<file path="config.mk">
export PLATFORM = sky130hd
export DESIGN_NAME = pcm_gain_ramp
export DESIGN_NICKNAME = d
export VERILOG_FILES = /design/src/rtl/pcm_gain_ramp.sv
export SDC_FILE = /design/constraint.sdc
export NUM_CORES = 1
export LEC_CHECK = 0
export ABC_CLOCK_PERIOD_IN_PS = 6300
export CELL_PAD_IN_SITES_DETAIL_PLACEMENT = 1
export CELL_PAD_IN_SITES_GLOBAL_PLACEMENT = 2
export CORE_UTILIZATION = 34
export CTS_CLUSTER_SIZE = 40
export DETAILED_ROUTE_END_ITERATION = 16
export GPL_TIMING_DRIVEN = 0
export PLACE_DENSITY = 0.95
export SETUP_SLACK_MARGIN = 0.2
export SLEW_MARGIN = 5
export SYNTH_ARGS = -nofsm -noshare
export SYNTH_HDL_FRONTEND = slang
export SYNTH_SLANG_ARGS = --single-unit
</file>
<file path="constraint.sdc">
create_clock -name clk -period 6.3 [get_ports clk]
set_input_delay 1.26 -clock clk [delete_from_list [all_inputs] [get_ports clk]]
set_output_delay 1.26 -clock clk [all_outputs]
set_load 0.02 [all_outputs]
</file>
<file path="src/rtl/pcm_gain_ramp.sv">
// Gain stage for 16-bit PCM around an external signed 16x16 multiplier.
// Ramps the gain toward a target, then rounds and saturates the product back to 16 bits.
module pcm_gain_ramp #(
  parameter int                 MUL_LAT    = 3,
  parameter logic signed [15:0] GAIN_RESET = 16'sd16384,
  parameter int                 RAMP_STEP  = 64
) (
  input  logic               clk,
  input  logic               rst_n,
  input  logic               in_valid,
  input  logic signed [15:0] in_data,
  input  logic signed [15:0] gain_target,
  input  logic               gain_load,
  input  logic               sat_clr,
  output logic signed [15:0] mul_a,
  output logic signed [15:0] mul_b,
  input  logic signed [31:0] mul_p,
  output logic               out_valid,
  output logic signed [15:0] out_data,
  output logic               ramp_busy,
  output logic               sat_flag
);

  localparam logic signed [16:0] STEP17 = 17'(RAMP_STEP);
  localparam logic signed [15:0] STEP16 = 16'(RAMP_STEP);

  logic signed [15:0]  cur_gain_r;
  logic signed [15:0]  tgt_gain_r;
  logic signed [15:0]  mul_a_r;
  logic signed [15:0]  mul_b_r;
  logic [MUL_LAT:0]    vld_pipe_r;
  logic signed [15:0]  out_data_r;
  logic                out_valid_r;
  logic                sat_flag_r;

  logic signed [16:0]  diff_s;
  logic signed [15:0]  next_gain_s;
  logic signed [31:0]  rnd_s;
  logic signed [31:0]  r_s;
  logic                sat_hi_s;
  logic                sat_lo_s;
  logic signed [15:0]  sat_data_s;

  // Next ramp position: one bounded step toward the target, landing exactly on it.
  always_comb begin
    diff_s      = {tgt_gain_r[15], tgt_gain_r} - {cur_gain_r[15], cur_gain_r};
    next_gain_s = cur_gain_r;
    if (diff_s > STEP17) begin
      next_gain_s = cur_gain_r + STEP16;
    end else if (diff_s < -STEP17) begin
      next_gain_s = cur_gain_r - STEP16;
    end else begin
      next_gain_s = tgt_gain_r;
    end
  end

  // Round-half-up of the Q2.14 product, then clamp to the 16-bit range.
  always_comb begin
    rnd_s      = mul_p + 32'sd8192;
    r_s        = rnd_s >>> 14;
    sat_hi_s   = (r_s > 32'sd32767);
    sat_lo_s   = (r_s < -32'sd32768);
    sat_data_s = r_s[15:0];
    if (sat_hi_s) begin
      sat_data_s = 16'sh7fff;
    end else if (sat_lo_s) begin
      sat_data_s = 16'sh8000;
    end else begin
      sat_data_s = r_s[15:0];
    end
  end

  // Gain state: the sample in this cycle already captured the old cur_gain.
  always_ff @(posedge clk or negedge rst_n) begin
    if (!rst_n) begin
      cur_gain_r <= GAIN_RESET;
      tgt_gain_r <= GAIN_RESET;
    end else begin
      if (in_valid) begin
        cur_gain_r <= next_gain_s;
      end
      if (gain_load) begin
        tgt_gain_r <= gain_target;
      end
    end
  end

  // Multiplier operand registers and the valid shadow of the multiplier pipeline.
  always_ff @(posedge clk or negedge rst_n) begin
    if (!rst_n) begin
      mul_a_r    <= 16'sd0;
      mul_b_r    <= 16'sd0;
      vld_pipe_r <= '0;
    end else begin
      if (in_valid) begin
        mul_a_r <= in_data;
        mul_b_r <= cur_gain_r;
      end
      vld_pipe_r <= {vld_pipe_r[MUL_LAT-1:0], in_valid};
    end
  end

  // Output sample register; holds between strobes.
  always_ff @(posedge clk or negedge rst_n) begin
    if (!rst_n) begin
      out_data_r  <= 16'sd0;
      out_valid_r <= 1'b0;
    end else begin
      out_valid_r <= vld_pipe_r[MUL_LAT];
      if (vld_pipe_r[MUL_LAT]) begin
        out_data_r <= sat_data_s;
      end
    end
  end

  // Sticky saturation flag; a clear wins over a coincident set.
  always_ff @(posedge clk or negedge rst_n) begin
    if (!rst_n) begin
      sat_flag_r <= 1'b0;
    end else if (sat_clr) begin
      sat_flag_r <= 1'b0;
    end else if (vld_pipe_r[MUL_LAT] && (sat_hi_s || sat_lo_s)) begin
      sat_flag_r <= 1'b1;
    end
  end

  assign mul_a     = mul_a_r;
  assign mul_b     = mul_b_r;
  assign out_data  = out_data_r;
  assign out_valid = out_valid_r;
  assign sat_flag  = sat_flag_r;
  assign ramp_busy = (cur_gain_r != tgt_gain_r);

endmodule

</file>
==> results of run 1 <==
==> worst max path at each step <==
stage / from / to
after floorplan: mul_p[13] / out_data[5]$_DFFE_PN0P_
after global placement: rst_n / tgt_gain_r[5]$_DFFE_PN0P_
after detailed placement: mul_p[13] / out_data[14]$_DFFE_PN0P_
after CTS: mul_p[13] / out_data[11]$_DFFE_PN0P_
after global routing: mul_p[13] / out_data[11]$_DFFE_PN0P_
final: mul_p[13] / out_data[14]$_DFFE_PN0P_
==> worst max-delay path, stage by stage <==
cell and delay, ns:
clkdlybuf4s50_1 0.49, ha_1 0.21, and4_1 0.25, nor2b_1 0.32, and3_1 0.25, and2_1 0.20
o211ai_1 0.11, o311a_1 0.14, a31oi_1 0.50, clkbuf_1 0.45, o211ai_1 0.20, o21a_1 0.15
==> flip-flops by register name, indices dropped and copies added (netlist names) <==
name,flops
sat_flag,1
mul_b,16
mul_a,16
vld_pipe_r,4
cur_gain_r,16
out_valid,1
tgt_gain_r,16
out_data,16
==> per-layer routing <==
| metal | GRT usage, % | vias up |
|---|---|---|
| met3 | 4.27 | 16 |
| li1 | - | 2191 |
| met2 | 34.9 | 100 |
| met5 | 0 | - |
| met1 | 26.9 | 2365 |
| met4 | 4.41 | 0 |
==> logic make-up after synthesis <==
kind of cell,count (synthesis),share of synthesized area (%)
buffers and inverters,56,4.54
AND/OR/NAND/NOR,146,14.7
AO/OA/AOI/OAI,146,19.9
flip-flops,86,40.5
XOR/XNOR,25,4.11
multiplexers,53,11.5
adder cells (fa/ha/maj),20,4.84
==> final cells by class <==
type                       count  area, um^2  share of cell area, %
buffer                        30         144                   2.07
clock buffer                  10         229                   3.30
inverter                      26        97.6                   1.41
multi-input combinational    390        2930                   42.2
sequential                    86        2150                   31.1
tap                          211         264                   3.81
timing repair buffer         106        1080                   15.5
clock inverter                 6        46.3                  0.667
==> placed cells by master, fill, tap and decap left out, types with 5 or more instances in the layout <==
cell type,count
nor2b_1,6
o21a_1,20
clkbuf_1,18
mux2_2,44
mux2_4,5
nand3_1,15
o21ai_0,15
nand2b_1,6
ha_1,19
o21ai_1,6
xnor2_1,17
nor3_1,12
nor2_1,19
xor2_1,8
dfrtp_1,84
a21oi_1,25
clkbuf_16,9
and3_1,11
nand4_1,8
a21o_1,6
o211ai_1,19
inv_1,25
a211oi_1,7
nor4_1,6
buf_1,5
nand2_1,39
clkdlybuf4s50_1,104
==> power by group through the flow <==
stage,clock (mW),sequential (mW),combinational (mW)
floorplan,0,0.825,0.887
detailed placement,0,0.775,1.39
global placement,0,0.765,1.35
global route,0.536,0.783,1.54
finish,0.501,0.766,1.40
CTS,0.514,0.766,1.40
==> Yosys cell counts (5+ instances only) <==
cell type / count / area, um^2
nor2b_1: 6 / 37.5
o21a_1: 20 / 150
a21o_1: 6 / 45.0
nor4_1: 6 / 37.5
clkbuf_1: 17 / 63.8
a21oi_1: 25 / 125
mux2_2: 44 / 495
dfrtp_1: 84 / 2100
ha_1: 19 / 238
nand2_1: 39 / 146
o211ai_1: 19 / 143
o21ai_0: 15 / 75.1
and3_1: 11 / 68.8
nor2_1: 19 / 71.3
nand3_1: 15 / 75.1
nor3_1: 12 / 60.1
buf_1: 5 / 18.8
xor2_1: 8 / 70.1
o21ai_1: 6 / 30.0
nand2b_1: 6 / 37.5
nand4_1: 8 / 50.1
inv_1: 25 / 93.8
a211oi_1: 7 / 52.6
xnor2_1: 17 / 149
mux2_4: 5 / 75.1
==> per-stage QoR <==
step | utilization [%] | power, mW | hold WS (ns) | instances
floorplan | - | 1.71 | 0.331 | 532
global placement | 43.5 | 2.12 | 0.332 | 848
detailed placement | 43.7 | 2.16 | 0.342 | 849
CTS | 45.5 | 2.68 | 0.354 | 865
global route | 45.5 | 2.86 | 0.370 | 865
finish | 45.5 | 2.67 | 0.351 | 865
==> qor.csv, run 1 <==
metric;value;unit
finalCriticalPeriod;4.32;ns
setup_viol;0;
rrSetupSlack;2.39;ns
power_frac_comb;52.5;%
hold_path.startpoint;vld_pipe_r[0]$_DFF_PN0_;
cp_max_fo;10;
rsz0062_at_grt;false;
fmax;231;MHz
syn_to_final_growth;30.3;%
place.port_buffers;105;
hold_end;vld_pipe_r[1]$_DFF_PN0_;
rows;45;
die-height;127;um
synth_area;5320;um^2
worst_skew_pair.late_latency;0.34;ns
reg2reg_from;cur_gain_r[11]$_DFFE_PN0P_;
placed_area;6660;um^2
synthArstFlopShare;100;%
synth_edf_count;0;
n_antenna_cell;0;
grt_max_degree;45;
drive_gt1_share;14.5;%
grt_pass1_vias;4965;
critPathLaunchType;primary input;
root_buffer;clkbuf_16;
power.share.sequential;28.7;%
wl_met2;7640;um
synth-main-ff-cell;dfrtp_1;
htree_levels;3;
rr_endpoint;cur_gain_r[4]$_DFFE_PN0P_;
power_frac_clock;18.8;%
path_class;primary input to register;
die_area;16200;um^2
clock_path_buffers;2;
cts_inserted_buffers;9;
worst_pin_slew;0.828;ns
cp.required;6.54;ns
hold_class;register to register;
drtIter0Drc;203;
clock_skew;0.00694;ns
maxSlewViolCount;0;
top_layer_used;met4;
pre_cts_ws;1.65;ns
power.share.switching;42.1;%
r2r_cells;13;
avgSynthCellArea;10.0;um^2
clkSlewWorstSetupHoldPaths;0.07;ns
cts.sinks;86;
fin_nets;738;
cp-end-kind;register;
routed-wl-met3;570;um
fin_crit_sh;68.6;%
wl_met1;7330;um
min_path_cells;0;
syn_inst;532;
dp.final_hpwl;11900;um
avgViaCountPerCell;5.40;
ant_nets;0;
setup_ws;1.98;ns
hold_viol;0;
antenna_found_initial;0;
drt-pass1-iter-count;4;
cts_tree;yes;
synth_nets;621;
die_w;127;um
cts-hold-fix-buffers;0;
num_io_pins;120;
synth_cell_types;78;
routed_wl;15700;um
fin_area;6940;um^2
gr-total-overflow;0;
synth-seq-area-share;40.5;%
avgRoutedWirePerCell;18.2;um
switchingPower;1.12;mW
p_int;1.54;mW
power_density;384;nW/um^2
ys_ff_latch;86;
maxSlewHeadroom;44.8;%
maxCapViolations;0;
p_leak;2.81;nW
peakVddDrop;0.164;mV
status;finished clean;
yosys_warnings;0;
drc_errors;0;
cts.repair.resized;0;
arrival;4.56;ns
gp_congestion;0.859;
post-cts-setup-buffer-count;0;
grtUsageTotal;20.5;%
coreArea;15300;um^2
fin_tns_setup;0;ns
nFillCells;1717;
grt_pass1_wl;26000;um
start_util;34.9;%
vias;4672;
Note: power is estimated with default switching activity, not from simulation.
==> run 2: changes to the inputs <==
--- a/config.mk
+++ b/config.mk
@@ -5,14 +5,14 @@
 export SDC_FILE = /design/constraint.sdc
 export NUM_CORES = 1
 export LEC_CHECK = 0
-export ABC_CLOCK_PERIOD_IN_PS = 6300
+export ABC_CLOCK_PERIOD_IN_PS = 3600
 export CELL_PAD_IN_SITES_DETAIL_PLACEMENT = 1
 export CELL_PAD_IN_SITES_GLOBAL_PLACEMENT = 2
-export CORE_UTILIZATION = 34
+export CORE_UTILIZATION = 29
 export CTS_CLUSTER_SIZE = 40
 export DETAILED_ROUTE_END_ITERATION = 16
 export GPL_TIMING_DRIVEN = 0
-export PLACE_DENSITY = 0.95
+export PLACE_DENSITY = 0.9
 export SETUP_SLACK_MARGIN = 0.2
 export SLEW_MARGIN = 5
 export SYNTH_ARGS = -nofsm -noshare
==> constraint.sdc (replaced) <==
create_clock -name clk -period 3.6 [get_ports clk]
set_input_delay 0.72 -clock clk [delete_from_list [all_inputs] [get_ports clk]]
set_output_delay 0.72 -clock clk [all_outputs]
set_load 0.02 [all_outputs]
==> qor.csv, run 2 (same netlist as run 1, synthesis figures left out) <==
metric;value;unit
status;finished clean;
num_io_pins;120;
setup_ws;0.252;ns
maxSlewHeadroom;42.0;%
worst_pin_slew;0.870;ns
place.port_buffers;105;
cp-end-kind;register;
maxCapViolations;0;
antenna_found_initial;0;
clkSlewWorstSetupHoldPaths;0.07;ns
power_density;704;nW/um^2
die-height;137;um
final_common_cell;clkdlybuf4s50_1;
fin_nets;757;
power_frac_comb;55.2;%
grt_pass1_wl;26200;um
grt_pass1_vias;4954;
power_frac_clock;19.7;%
ant_nets;0;
cpMostUsedCell;a21o_1;
start_util;29.6;%
fin_area;7500;um^2
clock_path_buffers;2;
rrSetupSlack;0.25;ns
root_buffer;clkbuf_16;
power.share.switching;41.7;%
hold_class;primary input to asynchronous set/reset pin;
power.share.sequential;25.1;%
cts.sinks;86;
rsz0062_at_grt;true;
pre_cts_ws;-0.542;ns
cts_inserted_buffers;9;
nFillCells;1993;
placed_area;6690;um^2
fin_crit_sh;93.0;%
n_antenna_cell;0;
die_area;18900;um^2
htree_levels;3;
dp.final_hpwl;12500;um
cp_max_fo;10;
drtIter0Drc;264;
hold_viol;0;
die_w;137;um
routed_wl;17100;um
arrival;3.58;ns
path_class;register to register;
fmax;299;MHz
p_leak;3.00;nW
final_cell_mix;clkdlybuf4s50_1 (103), dfrtp_1 (82), mux2_2 (44), nand2_1 (37), inv_1 (24);
avgRoutedWirePerCell;18.9;um
crit_chain;inv_1 -> ha_1 -> buf_2 -> a21o_1 -> a21o_1 -> a211o_1 -> nor3_2 -> xnor2_1 -> and4bb_4 -> a21oi_4 -> buf_8 -> nor2_2 -> a221o_1;
cts_tree;yes;
drc_errors;0;
maxSlewViolCount;0;
rows;49;
gp_congestion;0.864;
drt-pass1-iter-count;4;
setup_viol;0;
cp.required;3.83;ns
critPathLaunchType;register;
crit_slowest_cell;dfrtp_1;
gr-total-overflow;0;
p_total;5.28;mW
coreArea;18000;um^2
worst_skew_pair.late_latency;0.36;ns
vias;4864;
peakVddDrop;0.298;mV
finalCriticalPeriod;3.35;ns
clock_skew;0.0102;ns
grtUsageTotal;18.1;%
switchingPower;2.20;mW
grt_max_degree;59;
syn_to_final_growth;40.8;%
cp_slowest_stage_delay;0.43;ns
p_int;3.07;mW
avgViaCountPerCell;5.39;
drive_gt1_share;24.4;%
-- run 2: cell count changes in the layout (fill, tap and decap cells not counted), moves of 4 or more --
cell,delta
clkbuf_4,+4
clkbuf_1,-11
a21oi_1,-5
clkbuf_2,+4
a21oi_4,+4
buf_4,+19
-- run 2: through the flow --
stage	hold slack [ns]	cells	utilization (%)	TNS, ns
floorplan	0.331	532	-	0
global placement	0.333	866	37.1	-115.99
detailed placement	0.336	867	37.2	-8.94
CTS	0.302	886	39.8	0
global route	0.337	902	41.7	0
finish	0.296	902	41.7	0
-- run 2: power by group through the flow --
stage | Sequential, mW | Clock [mW] | Combinational [mW]
floorplan | 1.44 | 0 | 1.55
global placement | 1.34 | 0 | 2.36
detailed placement | 1.35 | 0 | 2.45
CTS | 1.34 | 1.07 | 2.58
global route | 1.35 | 1.10 | 3.15
finish | 1.33 | 1.04 | 2.91
-- run 2: final cells by class --
cell class,instances,area (um^2),area share (%)
Buffer,30,171,2.29
Clock buffer,10,229,3.05
Clock inverter,6,93.8,1.25
Inverter,26,98.8,1.32
Multi-Input combinational cell,390,3240,43.2
Sequential cell,86,2160,28.8
Tap cell,229,287,3.82
Timing Repair Buffer,125,1220,16.3
-- run 2: path summary, 6_finish.rpt --
check	to	cells past startpoint	from
setup reg to reg	cur_gain_r[13]$_DFFE_PN0P_	13	cur_gain_r[12]$_DFFE_PN0P_
max in group asynchronous	cur_gain_r[14]$_DFFE_PN1P_	2	rst_n
hold / removal	mul_a[15]$_DFFE_PN0P_	1	rst_n
min in group clk	vld_pipe_r[2]$_DFF_PN0_	0	vld_pipe_r[1]$_DFF_PN0_
setup / recovery	cur_gain_r[13]$_DFFE_PN0P_	13	cur_gain_r[12]$_DFFE_PN0P_
hold reg to reg	vld_pipe_r[2]$_DFF_PN0_	0	vld_pipe_r[1]$_DFF_PN0_
-- run 2: repair_timing --
action	4_1_cts	5_1_grt
cloned	0	0
setup endpoints to repair	28	27
hold buffers	0	0
gates resized for setup	34	50
pin swaps	1	15
buffers inserted	3	16
-- run 2: metal layers --
metal | vias up | routed length [um] | GRT usage (%)
met5 | - | 0 | 0
met4 | 0 | 315 | 5.62
met3 | 28 | 881 | 3.38
met2 | 134 | 8350 | 29.8
met1 | 2464 | 7530 | 23.7
li1 | 2238 | - | -
-- run 2: critical path, delay by kind of cell, from the launching register on --
family	cells	cell delay [ns]
compound gates	5	1.32
xor+xnor	1	0.14
fa+ha+maj	1	0.31
flops	1	0.43
buf+inv	3	0.50
simple gates	3	0.53
